[src/rtl/alu_ctrl_idex.sv]
// ID-stage ALUCode/control decoder feeding the ID/EX pipeline register, plus an illegal-op counter.
// Latency: 1 cycle id_instr -> ex_*; per edge flush (bubble) beats stall (hold) beats load.
module alu_ctrl_idex #(
    parameter int ILL_CNT_W = 8,
    parameter int LUI_SHAMT = 16
) (
    input  logic                 clk,
    input  logic                 rst_n,
    input  logic [31:0]          id_instr,
    input  logic                 id_valid,
    input  logic                 stall,
    input  logic                 flush,
    output logic [4:0]           ex_alu_code,
    output logic [1:0]           ex_src_a,
    output logic                 ex_src_b,
    output logic [31:0]          ex_imm,
    output logic [4:0]           ex_shamt,
    output logic [4:0]           ex_dst,
    output logic                 ex_reg_write,
    output logic                 ex_mem_read,
    output logic                 ex_mem_write,
    output logic                 ex_branch,
    output logic                 ex_valid,
    output logic                 ex_illegal,
    output logic [ILL_CNT_W-1:0] ill_count
);

    localparam logic [4:0] ALU_ADD  = 5'b00000, ALU_AND  = 5'b00001, ALU_XOR  = 5'b00010;
    localparam logic [4:0] ALU_OR   = 5'b00011, ALU_NOR  = 5'b00100, ALU_SUB  = 5'b00101;
    localparam logic [4:0] ALU_ANDI = 5'b00110, ALU_XORI = 5'b00111, ALU_ORI  = 5'b01000;
    localparam logic [4:0] ALU_JR   = 5'b01001, ALU_BEQ  = 5'b01010, ALU_BNE  = 5'b01011;
    localparam logic [4:0] ALU_BGEZ = 5'b01100, ALU_BGTZ = 5'b01101, ALU_BLEZ = 5'b01110;
    localparam logic [4:0] ALU_BLTZ = 5'b01111, ALU_SLL  = 5'b10000, ALU_SRL  = 5'b10001;
    localparam logic [4:0] ALU_SRA  = 5'b10010, ALU_SLT  = 5'b10011, ALU_SLTU = 5'b10100;
    localparam logic [4:0] ALU_ADDU = 5'b10101, ALU_SUBU = 5'b10110;

    // src_a = 2 selects LUI_SHAMT in the EX operand mux, so it must fit a 5-bit shift.
    if (LUI_SHAMT < 0 || LUI_SHAMT > 31) begin : g_bad_lui_shamt
        $error("LUI_SHAMT must fit a 5-bit shift amount");
    end

    typedef struct packed {
        logic [4:0]  alu_code;
        logic [1:0]  src_a;
        logic        src_b;
        logic [31:0] imm;
        logic [4:0]  shamt;
        logic [4:0]  dst;
        logic        reg_write;
        logic        mem_read;
        logic        mem_write;
        logic        branch;
        logic        valid;
        logic        illegal;
    } ex_t;

    logic [5:0] op;
    logic [5:0] funct;
    logic [4:0] rt;
    logic [4:0] rd;
    logic       unused_rs;

    assign op        = id_instr[31:26];
    assign funct     = id_instr[5:0];
    assign rt        = id_instr[20:16];
    assign rd        = id_instr[15:11];
    assign unused_rs = ^id_instr[25:21];

    ex_t dec;
    ex_t ex_d, ex_q;
    logic [ILL_CNT_W-1:0] ill_d, ill_q;

    // dst is only driven for instructions that write back; non-writers carry 0.
    always_comb begin
        dec           = '0;
        dec.valid     = 1'b1;
        dec.imm       = {{16{id_instr[15]}}, id_instr[15:0]};
        dec.shamt     = id_instr[10:6];
        unique case (op)
            6'h00: begin
                dec.dst       = rd;
                dec.reg_write = 1'b1;
                case (funct)
                    6'h20: dec.alu_code = ALU_ADD;
                    6'h21: dec.alu_code = ALU_ADDU;
                    6'h22: dec.alu_code = ALU_SUB;
                    6'h23: dec.alu_code = ALU_SUBU;
                    6'h24: dec.alu_code = ALU_AND;
                    6'h25: dec.alu_code = ALU_OR;
                    6'h26: dec.alu_code = ALU_XOR;
                    6'h27: dec.alu_code = ALU_NOR;
                    6'h2A: dec.alu_code = ALU_SLT;
                    6'h2B: dec.alu_code = ALU_SLTU;
                    6'h00: begin dec.alu_code = ALU_SLL; dec.src_a = 2'd1; end
                    6'h02: begin dec.alu_code = ALU_SRL; dec.src_a = 2'd1; end
                    6'h03: begin dec.alu_code = ALU_SRA; dec.src_a = 2'd1; end
                    6'h08: begin
                        dec.alu_code  = ALU_JR;
                        dec.branch    = 1'b1;
                        dec.reg_write = 1'b0;
                        dec.dst       = '0;
                    end
                    default: dec.illegal = 1'b1;
                endcase
            end
            6'h08, 6'h09, 6'h0A, 6'h0B, 6'h0C, 6'h0D, 6'h0E, 6'h0F: begin
                dec.src_b     = 1'b1;
                dec.dst       = rt;
                dec.reg_write = 1'b1;
                case (op[2:0])
                    3'd0:    dec.alu_code = ALU_ADD;
                    3'd1:    dec.alu_code = ALU_ADDU;
                    3'd2:    dec.alu_code = ALU_SLT;
                    3'd3:    dec.alu_code = ALU_SLTU;
                    3'd4:    dec.alu_code = ALU_ANDI;
                    3'd5:    dec.alu_code = ALU_ORI;
                    3'd6:    dec.alu_code = ALU_XORI;
                    default: begin dec.alu_code = ALU_SLL; dec.src_a = 2'd2; end
                endcase
            end
            6'h23: begin
                dec.alu_code  = ALU_ADD;
                dec.src_b     = 1'b1;
                dec.mem_read  = 1'b1;
                dec.reg_write = 1'b1;
                dec.dst       = rt;
            end
            6'h2B: begin
                dec.alu_code  = ALU_ADD;
                dec.src_b     = 1'b1;
                dec.mem_write = 1'b1;
            end
            6'h04: begin dec.alu_code = ALU_BEQ;  dec.branch = 1'b1; end
            6'h05: begin dec.alu_code = ALU_BNE;  dec.branch = 1'b1; end
            6'h06: begin dec.alu_code = ALU_BLEZ; dec.branch = 1'b1; end
            6'h07: begin dec.alu_code = ALU_BGTZ; dec.branch = 1'b1; end
            6'h01: begin
                dec.branch = 1'b1;
                if (rt == 5'd1)      dec.alu_code = ALU_BGEZ;
                else if (rt == 5'd0) dec.alu_code = ALU_BLTZ;
                else                 dec.illegal  = 1'b1;
            end
            default: dec.illegal = 1'b1;
        endcase
        if (dec.illegal) begin
            dec         = '0;
            dec.valid   = 1'b1;
            dec.illegal = 1'b1;
        end
    end

    always_comb begin
        ex_d  = ex_q;
        ill_d = ill_q;
        if (flush) begin
            ex_d = '0;
        end else if (!stall) begin
            ex_d = id_valid ? dec : '0;
            if (id_valid && dec.illegal && (ill_q != {ILL_CNT_W{1'b1}})) begin
                ill_d = ill_q + ILL_CNT_W'(1);
            end
        end
    end

    always_ff @(posedge clk or negedge rst_n) begin
        if (!rst_n) begin
            ex_q  <= '0;
            ill_q <= '0;
        end else begin
            ex_q  <= ex_d;
            ill_q <= ill_d;
        end
    end

    assign ex_alu_code  = ex_q.alu_code;
    assign ex_src_a     = ex_q.src_a;
    assign ex_src_b     = ex_q.src_b;
    assign ex_imm       = ex_q.imm;
    assign ex_shamt     = ex_q.shamt;
    assign ex_dst       = ex_q.dst;
    assign ex_reg_write = ex_q.reg_write;
    assign ex_mem_read  = ex_q.mem_read;
    assign ex_mem_write = ex_q.mem_write;
    assign ex_branch    = ex_q.branch;
    assign ex_valid     = ex_q.valid;
    assign ex_illegal   = ex_q.illegal;
    assign ill_count    = ill_q;

endmodule

[config.mk]
export PLATFORM = sky130hd
export DESIGN_NAME = alu_ctrl_idex
export DESIGN_NICKNAME = d
export VERILOG_FILES = /design/src/rtl/alu_ctrl_idex.sv
export SDC_FILE = /design/constraint.sdc
export NUM_CORES = 1
export LEC_CHECK = 0
export ABC_AREA = 1
export CAP_MARGIN = 10
export CORE_AREA = 2 2 97 99
export CTS_CLUSTER_DIAMETER = 60
export CTS_CLUSTER_SIZE = 28
export DETAILED_ROUTE_END_ITERATION = 8
export DIE_AREA = 0 0 99 101
export HOLD_SLACK_MARGIN = 0.12
export PLACE_DENSITY = 0.58
export SYNTH_ARGS = -nofsm -noshare
export SYNTH_HDL_FRONTEND = slang
export SYNTH_SLANG_ARGS = --single-unit
[constraint.sdc]
create_clock -name clk -period 2.1 [get_ports clk]
set_input_delay 0.42 -clock clk [delete_from_list [all_inputs] [get_ports clk]]
set_output_delay 0.42 -clock clk [all_outputs]
set_load 0.005 [all_outputs]
==> summary.md, run 1 <==
| Metric | Value |
|---|---|
| Starting Density | 0.290 |
| Maximum vdd drop | 0.250 mV |
| P_leak | 1.92 nW |
| Actual slew at the worst max-slew pin | 0.504 ns |
| Final hold vios | 0 |
| Fillers | 924 |
| Chip Height | 101 um |
| Vias in the first global route | 2476 |
| R2R Path Start | ill_count[0]$_DFFE_PN0P_ |
| Overall via count from detail_route | 2616 |
| Synth area leader | dfrtp_1 |
| Largest net degree at the start of global routing | 28 |
| Critical path capture point type | output pin |
| HP Class | input port to register |
| Syn Area/Cell | 7.32 sq um |
| Run status | finished, final reports clean |
| # nets final | 506 |
| Setup CP Type | register to output pin |
| CTS tree | built |
| ANT nets after route | 0 |
| Clock Power Share | 0.314 |
| Core region area | 8980 sq um |
| Detailed placement HPWL | 5730 um |
| Final Critical Period | 1.94 ns |
| CP Launch Type | register |
| Initial antenna violation count | 0 |
| Post-Route WL | 7260 um |
| Crit-path max cell delay | 0.64 ns |
| Seq/Total Area, Yosys | 0.414 |
| Crit share post-route | 0.923 |
| Critical hold path startpoint | id_instr[2] |
| Top cell type's share of synthesized area | 0.414 |
| Pwr/cell area | 500 nW/um^2 |
| Netlist cell types | 30 |
| Critical Path RT | 1.68 ns |
| Crit path DAT | 1.52 ns |
| Synthesized netlist cell count | 355 |
| Die footprint | 10000 sq um |
| H-tree depth | 2 |
| Primary FF master, synth | dfrtp_1 |
| Max-slew headroom | 0.664 |
| Number of synthesized flops with an enable pin | 0 |
| Most area-consuming cells after synthesis | dfrtp_1 (41%), nand2_1 (21%), buf_4 (6.1%) |
| First-pass GRT wire length | 12200 um |
| RSZ-0062 raised after global routing | no |
| Crit path from | ex_imm[30]$_DFFE_PN0P_ |
| Avg Vias per Cell | 4.52 |
| Final setup vio count | 0 |
| Root Driver | clkbuf_8 |
| Clock tree buffer depth | 2 |
| Syn nets | 393 |
| Drt pass-1 iters | 5 |
| Total gr overflow | 0 |
| CTS Buf Count | 5 |
| GP Congestion | 0.899 |
| Most frequent cells after synthesis | nand2_1 (144), dfrtp_1 (43), inv_1 (26), nor2_1 (22), buf_4 (21) |
| CP delay by family, top | flip-flops |
| Most frequent cell after synthesis | nand2_1 |
| Comb power frac | 0.219 |
| Place WS | -0.146 ns |
| Post-synthesis cell area | 2600 sq um |
| NetSw | 510 uW |
| Slowest CP cell | dfrtp_1 |
| Fin. max-slew vios | 0 |
| Setup_tns | 0 ns |
| Number of port buffers | 95 |
| Row count | 35 |
| Max-cap violations | 0 |
| CP Max Fanout | 18 |
| Seq pwr share | 0.467 |
| Clk_skew | 0.000729 ns |
| Clock Sinks | 43 |
| Switching Fraction | 0.261 |
| Ys Warns | 0 |
| Clock latency on the worst-skew pair | 0.28 ns |
| Layout area overhead | 50.3% |
| Clock-pin slew on the worst setup and hold paths | 0.08 ns |
| Ant. Diodes | 0 |
| Die width | 99 um |
| Share of layout cells above drive strength 1 | 0.132 |
| WP buf/inv | 1 |
| Internal | 1.44 mW |
| Synth Register Bits | 43 |
| IO Pins | 101 |
| Post-synth ARST share | 1.00 |
| DRC viols | 0 |
| Overall global routing resource usage | 0.149 |
| DR WL/cell | 12.5 um |
| Post-route setup slack | 0.161 ns |
| Drt initial violations | 86 |
| Worst path cell trace | clkdlybuf4s50_1 |
| Achievable frequency | 0.516 GHz |
metal layers:
metal / share of wire / track usage
met5: 0 / 0
met4: 0.0026 / 0.0158
met3: 0.065 / 0.0312
met2: 0.45 / 0.240
met1: 0.48 / 0.213
power by group through the flow:
stage	combinational [mW]	sequential [mW]	clock [mW]
floorplan	0.173	0.924	0
detailed placement	0.433	0.928	0
finish	0.428	0.912	0.614
CTS	0.435	0.913	0.638
global placement	0.424	0.926	0
global route	0.483	0.920	0.684
metrics by stage:
| step | std cells | total power [mW] | hold slack, ns | cell area (sq um) | utilization |
|---|---|---|---|---|---|
| 2_1_floorplan | 355 | 1.10 | 0.124 | 2600 | - |
| 3_3_place_gp | 571 | 1.35 | 0.411 | 3790 | 0.423 |
| 3_5_place_dp | 571 | 1.36 | 0.413 | 3790 | 0.423 |
| 4_1_cts | 579 | 1.99 | 0.487 | 3910 | 0.435 |
| 5_1_grt | 579 | 2.09 | 0.487 | 3910 | 0.435 |
| 6_report | 579 | 1.95 | 0.455 | 3910 | 0.435 |
state kept, by name, summed over array words and instances (netlist names):
register	flops
ex_src_a	2
ill_count	8
ex_branch	1
ex_imm	16
ex_src_b	1
ex_valid	1
ex_reg_write	1
ex_illegal	1
ex_alu_code	5
ex_mem_read	1
ex_mem_write	1
ex_dst	5
final cells by class:
type	instances	area, sq um	area share
Tap cell	111	139	0.0355
Clock inverter	1	30.0	0.00768
Inverter	28	105	0.0269
Clock buffer	6	72.6	0.0186
Timing Repair Buffer	134	1270	0.325
Multi-Input combinational cell	256	1220	0.311
Sequential cell	43	1080	0.275
cell families (layout without fill, tap and decap cells):
logic type | Yosys count | in the layout | share of synthesized area
simple gates | 218 | 218 | 0.375
buf+inv | 56 | 169 | 0.119
flops | 43 | 43 | 0.414
compound gates | 31 | 31 | 0.0674
xor+xnor | 6 | 6 | 0.0202
fa+ha+maj | 1 | 1 | 0.00481
placed cells by master, fill, tap and decap left out, types with 2 or more instances in the layout:
| cell | n |
|---|---|
| a21oi_1 | 5 |
| buf_12 | 2 |
| buf_4 | 36 |
| clkbuf_8 | 5 |
| clkdlybuf4s50_1 | 93 |
| dfrtp_1 | 43 |
| inv_1 | 26 |
| inv_2 | 2 |
| nand2_1 | 144 |
| nand3_1 | 20 |
| nand3_2 | 2 |
| nand4_1 | 13 |
| nor2_1 | 21 |
| nor2_2 | 6 |
| nor2_4 | 2 |
| nor3_1 | 5 |
| o211ai_1 | 2 |
| o21ai_0 | 20 |
| o41ai_1 | 2 |
| xnor2_1 | 2 |
| xor2_1 | 4 |
timing repair:
| action | 4_1_cts | 5_1_grt |
|---|---|---|
| buffers inserted | 0 | 0 |
| setup endpoints to repair | 0 | 18 |
| resized for setup | 0 | 1 |
| endpoints found under the hold margin | 19 | 0 |
| hold buffers | 1 | 0 |
tightest hold or removal path: stages:
cell and delay, ns:
dlymetal6s2s_1 0.16, nand2_1 0.07, nand2_1 0.05
path summary, 6_finish.rpt:
check | end | slack [ns] | cells past startpoint
max in group asynchronous | ex_imm[12]$_DFFE_PN0P_ | 0.85 | 3
min | ex_imm[2]$_DFFE_PN0P_ | 0.46 | 3
min in group asynchronous | ex_imm[3]$_DFFE_PN0P_ | 0.65 | 2
min reg2reg | ex_imm[5]$_DFFE_PN0P_ | 0.48 | 2
max reg2reg | ill_count[7]$_DFFE_PN0P_ | 0.24 | 8
max | ex_imm[17] | 0.16 | 1
Power figures use the tool's default switching activity.
==> inputs of run 2 (changes only) <==
Settings changed: CAP_MARGIN 10 to 20.
==> results of run 2 <==
The final DEF is identical to that of run 1; final timing and power are the same.
